==> src/rtl/program_loader_pkg.sv <==
// program_loader_pkg: loader state codes, default sync marker and monitor layout {state[2:0], rsvd, remaining[3:0]}
package program_loader_pkg;
  localparam logic [2:0] S_IDLE = 3'd0, S_SYNC = 3'd1, S_LEN = 3'd2, S_DATA = 3'd3, S_CHK = 3'd4, S_DONE = 3'd5, S_ERR = 3'd6;
  localparam logic [7:0] SYNC_DEFAULT = 8'hA5;
  typedef struct packed {
    logic [2:0] state;
    logic       rsvd;
    logic [3:0] remaining;
  } monitor_t;
endpackage

==> src/rtl/program_loader_if.sv <==
// program_loader_if: byte stream in (in_valid/in_data/in_ready) and program RAM write port (mem_we/mem_addr/mem_wdata); master = host side, slave = loader
interface program_loader_if #(parameter int ADDR_W = 8);
  logic              in_valid;
  logic [7:0]        in_data;
  logic              in_ready;
  logic              mem_we;
  logic [ADDR_W-1:0] mem_addr;
  logic [7:0]        mem_wdata;
  modport master(output in_valid, in_data, input in_ready, mem_we, mem_addr, mem_wdata);
  modport slave(input in_valid, in_data, output in_ready, mem_we, mem_addr, mem_wdata);
endinterface

==> src/rtl/program_loader_timeout.sv <==
// program_loader_timeout: idle counter (clk, rst, clr, en) raising expire on the LIMIT-th enabled cycle; LIMIT=0 never expires
module program_loader_timeout #(
  parameter int LIMIT = 255
) (
  input  logic clk,
  input  logic rst,
  input  logic clr,
  input  logic en,
  output logic expire
);
  logic [15:0] cnt;
  assign expire = (LIMIT != 0) && en && (cnt == 16'(LIMIT - 1));
  always_ff @(posedge clk or posedge rst)
    if (rst) cnt <= '0;
    else if (clr) cnt <= '0;
    else if (en) cnt <= cnt + 16'd1;
endmodule

==> src/rtl/program_loader.sv <==
// program_loader: framed byte loader (clk, res, start, bus slave) filling program RAM, checking checksum, driving cpu_hold/load_done/load_error/monitor
module program_loader
  import program_loader_pkg::*;
#(
  parameter int         ADDR_W    = 8,
  parameter int         BASE_ADDR = 0,
  parameter logic [7:0] SYNC_BYTE = SYNC_DEFAULT,
  parameter int         TIMEOUT   = 255
) (
  input  logic             clk,
  input  logic             res,
  input  logic             start,
  program_loader_if.slave  bus,
  output logic             cpu_hold,
  output logic             load_done,
  output logic             load_error,
  output logic [7:0]       monitor
);
  localparam logic [ADDR_W-1:0] BASE = ADDR_W'(BASE_ADDR);
  localparam int ROOM = (1 << ADDR_W) - BASE_ADDR;
  logic [2:0] state;
  logic start_q, start_rise, in_frame, acc, expire;
  logic [7:0] rem, sum;
  logic [ADDR_W-1:0] ptr;
  assign start_rise = start & ~start_q;
  assign in_frame = (state == S_LEN) || (state == S_DATA) || (state == S_CHK);
  assign bus.in_ready = (state == S_SYNC) || in_frame;
  assign acc = bus.in_valid & bus.in_ready;
  assign cpu_hold = state != S_DONE;
  assign load_done = state == S_DONE;
  assign load_error = state == S_ERR;
  assign monitor = monitor_t'{state, 1'b0, rem[3:0]};
  program_loader_timeout #(.LIMIT(TIMEOUT)) u_timeout (
    .clk(clk),
    .rst(res),
    .clr(!in_frame || acc || start_rise),
    .en(in_frame && !acc),
    .expire(expire)
  );
  always_ff @(posedge clk or posedge res)
    if (res) begin
      state <= S_IDLE;
      start_q <= 1'b0;
      rem <= '0;
      sum <= '0;
      ptr <= BASE;
      bus.mem_we <= 1'b0;
      bus.mem_addr <= BASE;
      bus.mem_wdata <= '0;
    end else begin
      start_q <= start;
      bus.mem_we <= 1'b0;
      if (start_rise) begin
        state <= S_SYNC;
        ptr <= BASE;
        bus.mem_addr <= BASE;
      end else if (expire) state <= S_ERR;
      else if (acc)
        case (state)
          S_SYNC: if (bus.in_data == SYNC_BYTE) state <= S_LEN;
          S_LEN:
            if (bus.in_data == 8'd0 || int'(bus.in_data) > ROOM) state <= S_ERR;
            else begin
              rem <= bus.in_data;
              sum <= '0;
              state <= S_DATA;
            end
          S_DATA: begin
            bus.mem_we <= 1'b1;
            bus.mem_wdata <= bus.in_data;
            bus.mem_addr <= ptr;
            ptr <= ptr + ADDR_W'(1);
            sum <= sum + bus.in_data;
            rem <= rem - 8'd1;
            if (rem == 8'd1) state <= S_CHK;
          end
          S_CHK: state <= (sum + bus.in_data == 8'd0) ? S_DONE : S_ERR;
          default: ;
        endcase
    end
endmodule

==> src/flat_wrapper.sv <==
// flat-port wrapper written by rule: the top's interface ports become plain ports
module program_loader_flat import program_loader_pkg::*;
#(
  parameter int         ADDR_W    = 8,
  parameter int         BASE_ADDR = 0,
  parameter logic [7:0] SYNC_BYTE = SYNC_DEFAULT,
  parameter int         TIMEOUT   = 255
)
  (clk, res, start, cpu_hold, load_done, load_error, monitor, bus_in_valid, bus_in_data, bus_in_ready, bus_mem_we, bus_mem_addr, bus_mem_wdata);
  program_loader_if #(.ADDR_W(ADDR_W)) bus_i ();
  input  logic clk;
  input  logic res;
  input  logic start;
  output logic cpu_hold;
  output logic load_done;
  output logic load_error;
  output logic [7:0] monitor;
  input wire logic [$bits(bus_i.in_valid)-1:0] bus_in_valid;
  input wire logic [$bits(bus_i.in_data)-1:0] bus_in_data;
  output wire logic [$bits(bus_i.in_ready)-1:0] bus_in_ready;
  output wire logic [$bits(bus_i.mem_we)-1:0] bus_mem_we;
  output wire logic [$bits(bus_i.mem_addr)-1:0] bus_mem_addr;
  output wire logic [$bits(bus_i.mem_wdata)-1:0] bus_mem_wdata;
  assign bus_i.in_valid = bus_in_valid;
  assign bus_i.in_data = bus_in_data;
  assign bus_in_ready = bus_i.in_ready;
  assign bus_mem_we = bus_i.mem_we;
  assign bus_mem_addr = bus_i.mem_addr;
  assign bus_mem_wdata = bus_i.mem_wdata;
  program_loader #(.ADDR_W(ADDR_W), .BASE_ADDR(BASE_ADDR), .SYNC_BYTE(SYNC_BYTE), .TIMEOUT(TIMEOUT)) u_core (.clk(clk), .res(res), .start(start), .bus(bus_i), .cpu_hold(cpu_hold), .load_done(load_done), .load_error(load_error), .monitor(monitor));
endmodule
==> config.mk <==
export PLATFORM = sky130hd
export DESIGN_NAME = program_loader_flat
export DESIGN_NICKNAME = d
export VERILOG_FILES = /design/src/rtl/program_loader_pkg.sv /design/src/rtl/program_loader_if.sv /design/src/rtl/program_loader_timeout.sv /design/src/rtl/program_loader.sv /design/src/flat_wrapper.sv
export SDC_FILE = /design/constraint.sdc
export NUM_CORES = 1
export LEC_CHECK = 0
export ABC_AREA = 1
export CAP_MARGIN = 20
export CORE_ASPECT_RATIO = 0.75
export CORE_MARGIN = 2
export CORE_UTILIZATION = 50
export CTS_BUF_LIST = sky130_fd_sc_hd__clkbuf_16
export DETAILED_ROUTE_END_ITERATION = 6
export PLACE_DENSITY = 0.83
export SETUP_SLACK_MARGIN = 0.5
export SYNTH_ARGS = -nofsm -noshare
export SYNTH_HDL_FRONTEND = slang
export SYNTH_SLANG_ARGS = --single-unit
==> constraint.sdc <==
create_clock -name clk -period 1.9 [get_ports clk]
set_clock_uncertainty 0.05 [all_clocks]
set_input_delay 0.38 -clock clk [delete_from_list [all_inputs] [get_ports clk]]
set_output_delay 0.38 -clock clk [all_outputs]
set_load 0.005 [all_outputs]
==> flow_summary.json, run 1 <==
{
  "core_area_um2": 6830,
  "grt_pass1_wl_um": 18400,
  "power_uw": 7400,
  "grt_busiest_layer": "met2",
  "place_hpwl_um": 6520,
  "rows": 26,
  "start_util_pct": 51.8,
  "max_freq_mhz": 492,
  "die_h_um": 76.9,
  "synth_top_cells_by_count": "nand2_1, dfrtp_1, inv_1, nor2_1, nand3_1",
  "critical_path.max_stage_delay_ps": 410,
  "firstDrtPassIters": 5,
  "finalCriticalPeriod_ps": 2030,
  "gr-usage-met3_pct": 7.84,
  "synth_top_area_share_pct": 43.1,
  "min_path_type": "in -> async",
  "cpMaxStageDelayCell": "dfrtp_1",
  "routed_wl_um": 14000,
  "io_buffer_count": 39,
  "grt_overflow": 0,
  "fin_area_um2": 5850,
  "maxCapViolations": 0,
  "cts_hold_buf": 0,
  "path_max_fanout": 3,
  "synth_seq_cells": 61,
  "cp-start-kind": "flop",
  "status": "finished with violations",
  "crit_path_start": "u_core.sum[0]",
  "synth_cell_types": 43,
  "cts_sinks": 61,
  "fin_cells": 699,
  "synth_edf_count": 0,
  "met2_usage_pct": 51.3,
  "cts_inserted_buffers": 9,
  "wire_per_inst_um": 20.1,
  "route.detailed.drc": 0,
  "dpl_cell_area_um2": 4350,
  "grt_pass1_vias": 3857,
  "placed_cells": 604,
  "grt_start_max_net_pins": 28,
  "final_max_slew_viol_count": 0,
  "place_congestion": 0.904,
  "violations": "setup timing",
  "drt_iter0_drc": 346,
  "drive_gt1_share_pct": 42.3,
  "grtUsageTotal_pct": 30.3,
  "nets": 636,
  "setup_viol": 9,
  "rsz0062_at_grt": "true",
  "crit_required_ps": 2080,
  "clk_path_buf_depth": 2,
  "grt_use_met1_pct": 36.9,
  "syn_inst": 454,
  "synthesis.area_um2": 3540,
  "die_x_um": 101,
  "finish.utilization_pct": 85.6,
  "hold_ws_ps": 329,
  "num_antenna_cells": 0,
  "cts_tree": "yes",
  "vdd_drop_max_mv": 1.06,
  "synthTopCellsByArea": "dfrtp_1, nand2_1, inv_1, nand3_1, nor2_1",
  "avgSynthCellArea_um2": 7.80,
  "critPathBufInv": 0,
  "antenna_left": 0,
  "setup_ws_ps": -133,
  "crit_family": "simple AND/OR/NAND/NOR gates",
  "min_period_over_period_pct": 107,
  "antenna_found_initial": 0,
  "ctsHtreeMaxLevel": 3,
  "ys_seq_area_share_pct": 43.1,
  "power_density_nw_per_um2": 1270,
  "dieArea_um2": 7780,
  "fillers": 331,
  "syn_nets": 479,
  "cp.arrival_ps": 2210,
  "p_leak_uw": 0.00288,
  "cts.reportedPaths.clkPinSlew_ps": 60,
  "yosysTopAreaCell": "dfrtp_1",
  "crit_top_cell": "nand2_1",
  "synth_flop_cell": "dfrtp_1",
  "synth_most_common_cell": "nand2_1",
  "worstPathCellList": "ha_4 > fa_2 > nand2_1 > nand2_1 > nand3_2 > nand2_1 > nand2_1 > nand2_1 > nor2_1 > nand2_1 > nand2_1 > nand2_1 > nand2_1 > nand2_1",
  "hold_violations": 0,
  "clock_latency_ps": 340,
  "yosys_warnings": 0,
  "viasPerCell": 5.91,
  "endpoint_kind": "flop",
  "cts-root-buf": "clkbuf_16",
  "r2r-start": "u_core.sum[0]",
  "dr_total_vias": 4131,
  "async_reset_ff_share_pct": 100,
  "design.portCount": 41,
  "crit_type": "reg -> reg",
  "area_growth_pct": 65.2
}
area by class of cell:
type                       instances  area [um^2]  share of cell area (%)
timing repair buffer             159         1500                    25.6
clock buffer                       9          225                    3.85
sequential                        61         1530                    26.2
inverter                          64          273                    4.66
tap                               84          105                    1.80
clock inverter                     6         55.1                   0.941
multi-input combinational        316         2160                    37.0
what timing repair did:
action | CTS | global route
setup buffers | 50 | 30
pin swaps | 32 | 34
endpoints found under the setup margin | 88 | 80
gates resized for setup | 173 | 79
hold endpoints to repair | 0 | 0
power by group:
part | leakage, uW | internal, uW | switching, uW | total [uW]
clock network | 0.000138 | 994 | 614 | 1610
registers | 0.000807 | 1580 | 307 | 1890
logic | 0.00193 | 1910 | 2000 | 3910
total | 0.00288 | 4480 | 2920 | 7400
state kept, by name, summed over array words and instances (netlist names):
| signal | count |
|---|---|
| u_core.u_timeout.cnt | 16 |
| u_core.bus.mem_addr | 8 |
| u_core.bus.mem_wdata | 8 |
| u_core.ptr | 8 |
| u_core.rem | 8 |
| u_core.sum | 8 |
| u_core.state | 3 |
| u_core.bus.mem_we | 1 |
| u_core.start_q | 1 |
cell usage in the layout (no fill, tap or decap), types with 8 or more instances in the layout:
| master | count |
|---|---|
| nand2_4 | 13 |
| clkdlybuf4s15_1 | 16 |
| clkbuf_16 | 9 |
| dfrtp_1 | 58 |
| nor2_4 | 8 |
| o21ai_0 | 10 |
| buf_6 | 49 |
| nor2_2 | 9 |
| nand3_2 | 8 |
| buf_4 | 73 |
| inv_1 | 51 |
| o21ai_2 | 10 |
| o21ai_1 | 20 |
| nand3_1 | 29 |
| nor2_1 | 29 |
| nand2_1 | 89 |
| nand2_2 | 14 |
| a21oi_1 | 10 |
| dlygate4sd2_1 | 8 |
stage by stage:
step,setup TNS (ps),worst slack [ps]
after floorplan,0,121
after global routing,-1240,-230
after detailed placement,-4390,-541
after CTS,-38.4,-28.3
after global placement,-3520,-487
final,-449,-133
worst register-to-register path, delay by kind of cell (launching register included):
kind,cells,cell delay (ps)
DFF,1,410
adders and majority gates,2,550
and+or+nand+nor,12,930
routing by layer:
| layer | up-vias | routed length (um) |
|---|---|---|
| met5 | - | 0 |
| met4 | 0 | 841 |
| met3 | 93 | 1260 |
| met2 | 284 | 6790 |
| met1 | 1977 | 5140 |
| li1 | 1777 | - |
logic make-up after synthesis:
| kind of cell | after synthesis | share of synthesized area, % |
|---|---|---|
| AOI/OAI and AO/OA | 65 | 10.4 |
| xor gates and xnor gates | 5 | 1.24 |
| adders and majority gates | 13 | 4.81 |
| buffers and inverters | 77 | 9.51 |
| DFF | 61 | 43.1 |
| other | 1 | 0.106 |
| and+or+nand+nor | 232 | 30.8 |
worst paths after layout:
path,to,slack [ps],cells past startpoint
setup / recovery,u_core.state[1],-130,14
hold / removal,u_core.u_timeout.cnt[14],330,2
setup reg to reg,u_core.state[1],-130,14
hold reg to reg,u_core.sum[6],450,2
max in group asynchronous,u_core.rem[2],990,3
min in group clk,u_core.sum[6],450,2
(Power assumes the default switching activity.)
==> inputs of run 2 (changes only) <==
- CAP_MARGIN: 20 -> not set
==> results of run 2 <==
No change in the layout: final DEF, timing and power equal those of run 1.
==> inputs of run 3 (changes only) <==
- CORE_MARGIN: 2 -> 5
==> run 3 against run 2 <==
The run still ends with setup timing left. Highest routed layer unchanged. Sequential power about the same. Global-route usage down 2.2 points. Largest cell class unchanged. Non-clock buffer count is the same. Hold slack gained 99 ps. Die area is 14% higher. Via count up 5.3%. Fmax down 8.3%. Critical path depth did not move. Power rose by 2.0%. Register-to-register slack worse by 180 ps. Flip-flop and latch count stayed put.
==> flow_summary.json, run 3 (same netlist as run 1, synthesis figures left out) <==
{
  "grt_overflow": 0,
  "hold_ws_ps": 429,
  "crit_type": "in -> reg",
  "max-slew-margin-rel_pct": 65.8,
  "multi_input_area_um2": 2200,
  "io_buffer_count": 39,
  "antenna_found_initial": 0,
  "antenna_left": 0,
  "setup_ws_ps": -318,
  "cp.arrival_ps": 2400,
  "critPathBufInv": 2,
  "rrSetupSlack_ps": -310,
  "grtUsageTotal_pct": 28.2,
  "cts_sinks": 61,
  "core_area_um2": 6860,
  "viasPerCell": 6.07,
  "grt_start_max_net_pins": 62,
  "path_depth": 14,
  "routed_wl_um": 15800,
  "crit_top_cell": "nand2_1",
  "crit_required_ps": 2080,
  "nets": 638,
  "power_density_nw_per_um2": 1260,
  "place_congestion": 0.894,
  "layout_commonest_cell": "nand2_1",
  "clk_path_buf_depth": 2,
  "cts_inserted_buffers": 9,
  "crit_family": "simple AND/OR/NAND/NOR gates",
  "num_antenna_cells": 0,
  "grt_pass1_vias": 3998,
  "place_hpwl_um": 6420,
  "grt_pass1_wl_um": 19800,
  "seq_area_um2": 1530,
  "fin_area_um2": 5980,
  "dp_slack_ps": -599,
  "drt_iter0_drc": 452,
  "final_cell_mix": "nand2_1, buf_4, dfrtp_1, inv_1, buf_6",
  "cts_tree": "yes",
  "max_freq_mhz": 451,
  "status": "finished with violations",
  "dpl_cell_area_um2": 4350,
  "endpoint": "u_core.state[1]",
  "worst_pin_slew_ps": 512,
  "path_max_fanout": 3,
  "drive_gt1_share_pct": 45.3,
  "route.detailed.drc": 0,
  "rsz0062_at_grt": "true",
  "rr_worst_depth": 12,
  "final_max_slew_viol_count": 0,
  "worstReg2RegEnd": "u_core.state[1]",
  "r2r-start": "u_core.sum[0]",
  "hold_violations": 0,
  "critical_path.max_stage_delay_ps": 470,
  "setup_viol": 35,
  "cp-start-kind": "input port",
  "firstDrtPassIters": 5,
  "violations": "setup timing",
  "dieArea_um2": 8880,
  "clock_latency_ps": 340,
  "finalCriticalPeriod_ps": 2220,
  "endpoint_kind": "flop",
  "start_util_pct": 51.6,
  "maxCapViolations": 0,
  "min_period_over_period_pct": 117,
  "area_growth_pct": 68.8,
  "grt_busiest_layer": "met2",
  "p_leak_uw": 0.00290,
  "design.portCount": 41,
  "die_x_um": 107,
  "cts-root-buf": "clkbuf_16",
  "largest_reg_flops": 16,
  "die_h_um": 82.9,
  "grt_use_met1_pct": 34.0,
  "min_path_type": "in -> async",
  "cts.reportedPaths.clkPinSlew_ps": 60,
  "wire_per_inst_um": 22.0,
  "crit_path_start": "bus_in_data[6]",
  "gr-usage-met3_pct": 6.28,
  "fillers": 295,
  "vdd_drop_max_mv": 0.893,
  "finish.utilization_pct": 87.1,
  "worstPathCellList": "clkdlybuf4s50_1 > ha_1 > nand2_1 > inv_1 > a21oi_1 > nand2_1 > nand2_1 > nand2_1 > nor2_1 > nand2_1 > nand2_1 > nand2_1 > nand2_1 > nand2_1",
  "power_uw": 7550,
  "met2_usage_pct": 47.4,
  "ctsHtreeMaxLevel": 3,
  "dr_total_vias": 4348,
  "cpMaxStageDelayCell": "clkdlybuf4s50_1",
  "regMostFlops": "u_core.u_timeout.cnt",
  "rows": 26
}
==> run 3: changes by cell type in the layout (fill, tap and decap cells not counted), sizes merged, moves of 2 or more <==
cell,delta
inv,+2
buf,-3
clkinv,-2
clkdlybuf4s50,+3
clkbuf,+3
dlygate4sd2,-3
==> run 3: where the power goes <==
group | switching (uW) | leakage [uW] | internal [uW] | total [uW]
clock network | 638 | 0.000153 | 1130 | 1770
registers | 301 | 0.000805 | 1580 | 1880
logic | 2060 | 0.00194 | 1840 | 3900
total | 3000 | 0.00290 | 4550 | 7550
==> run 3: worst register-to-register path, delay by kind of cell, from the launching register on <==
family        cells  cell delay [ps]
fa+ha+maj         2              610
flops             1              410
simple gates     10             1040
==> run 3: final cells by class <==
cell class	count	area share (%)
timing repair buffer	159	25.7
timing repair inverter	1	0.105
clock buffer	9	3.77
sequential	61	25.6
multi-input combinational	317	36.9
clock inverter	7	1.38
tap	98	2.05
inverter	64	4.52
==> run 3: how the worst min path moves through the flow <==
stage	startpoint	end	depth (start not counted)
6_report	res	u_core.bus.mem_addr[7]	3
3_5_place_dp	u_core.bus.mem_wdata[7]	u_core.bus.mem_wdata[7]	2
4_1_cts	u_core.bus.mem_wdata[7]	u_core.bus.mem_wdata[7]	2
5_1_grt	u_core.rem[5]	u_core.rem[5]	2
3_3_place_gp	u_core.bus.mem_wdata[7]	u_core.bus.mem_wdata[7]	2
2_1_floorplan	start	u_core.start_q	0
==> run 3: per-stage QoR <==
step                std cells  setup TNS, ps
finish                    716          -2890
global route              716          -5150
CTS                       689           -218
detailed placement        617          -4110
global placement          617          -3580
floorplan                 454              0
==> run 3: what timing repair did <==
item	in CTS	in global routing
resized for setup	141	132
pin swaps	23	27
hold buffers	0	0
setup buffers	55	23
endpoints found under the setup margin	88	81
gates cloned	1	4
==> run 3: metal layers <==
layer,up-vias,wire length [um]
li1,1781,-
met1,2036,5520
met2,396,7260
met3,135,1730
met4,0,1260
met5,-,0
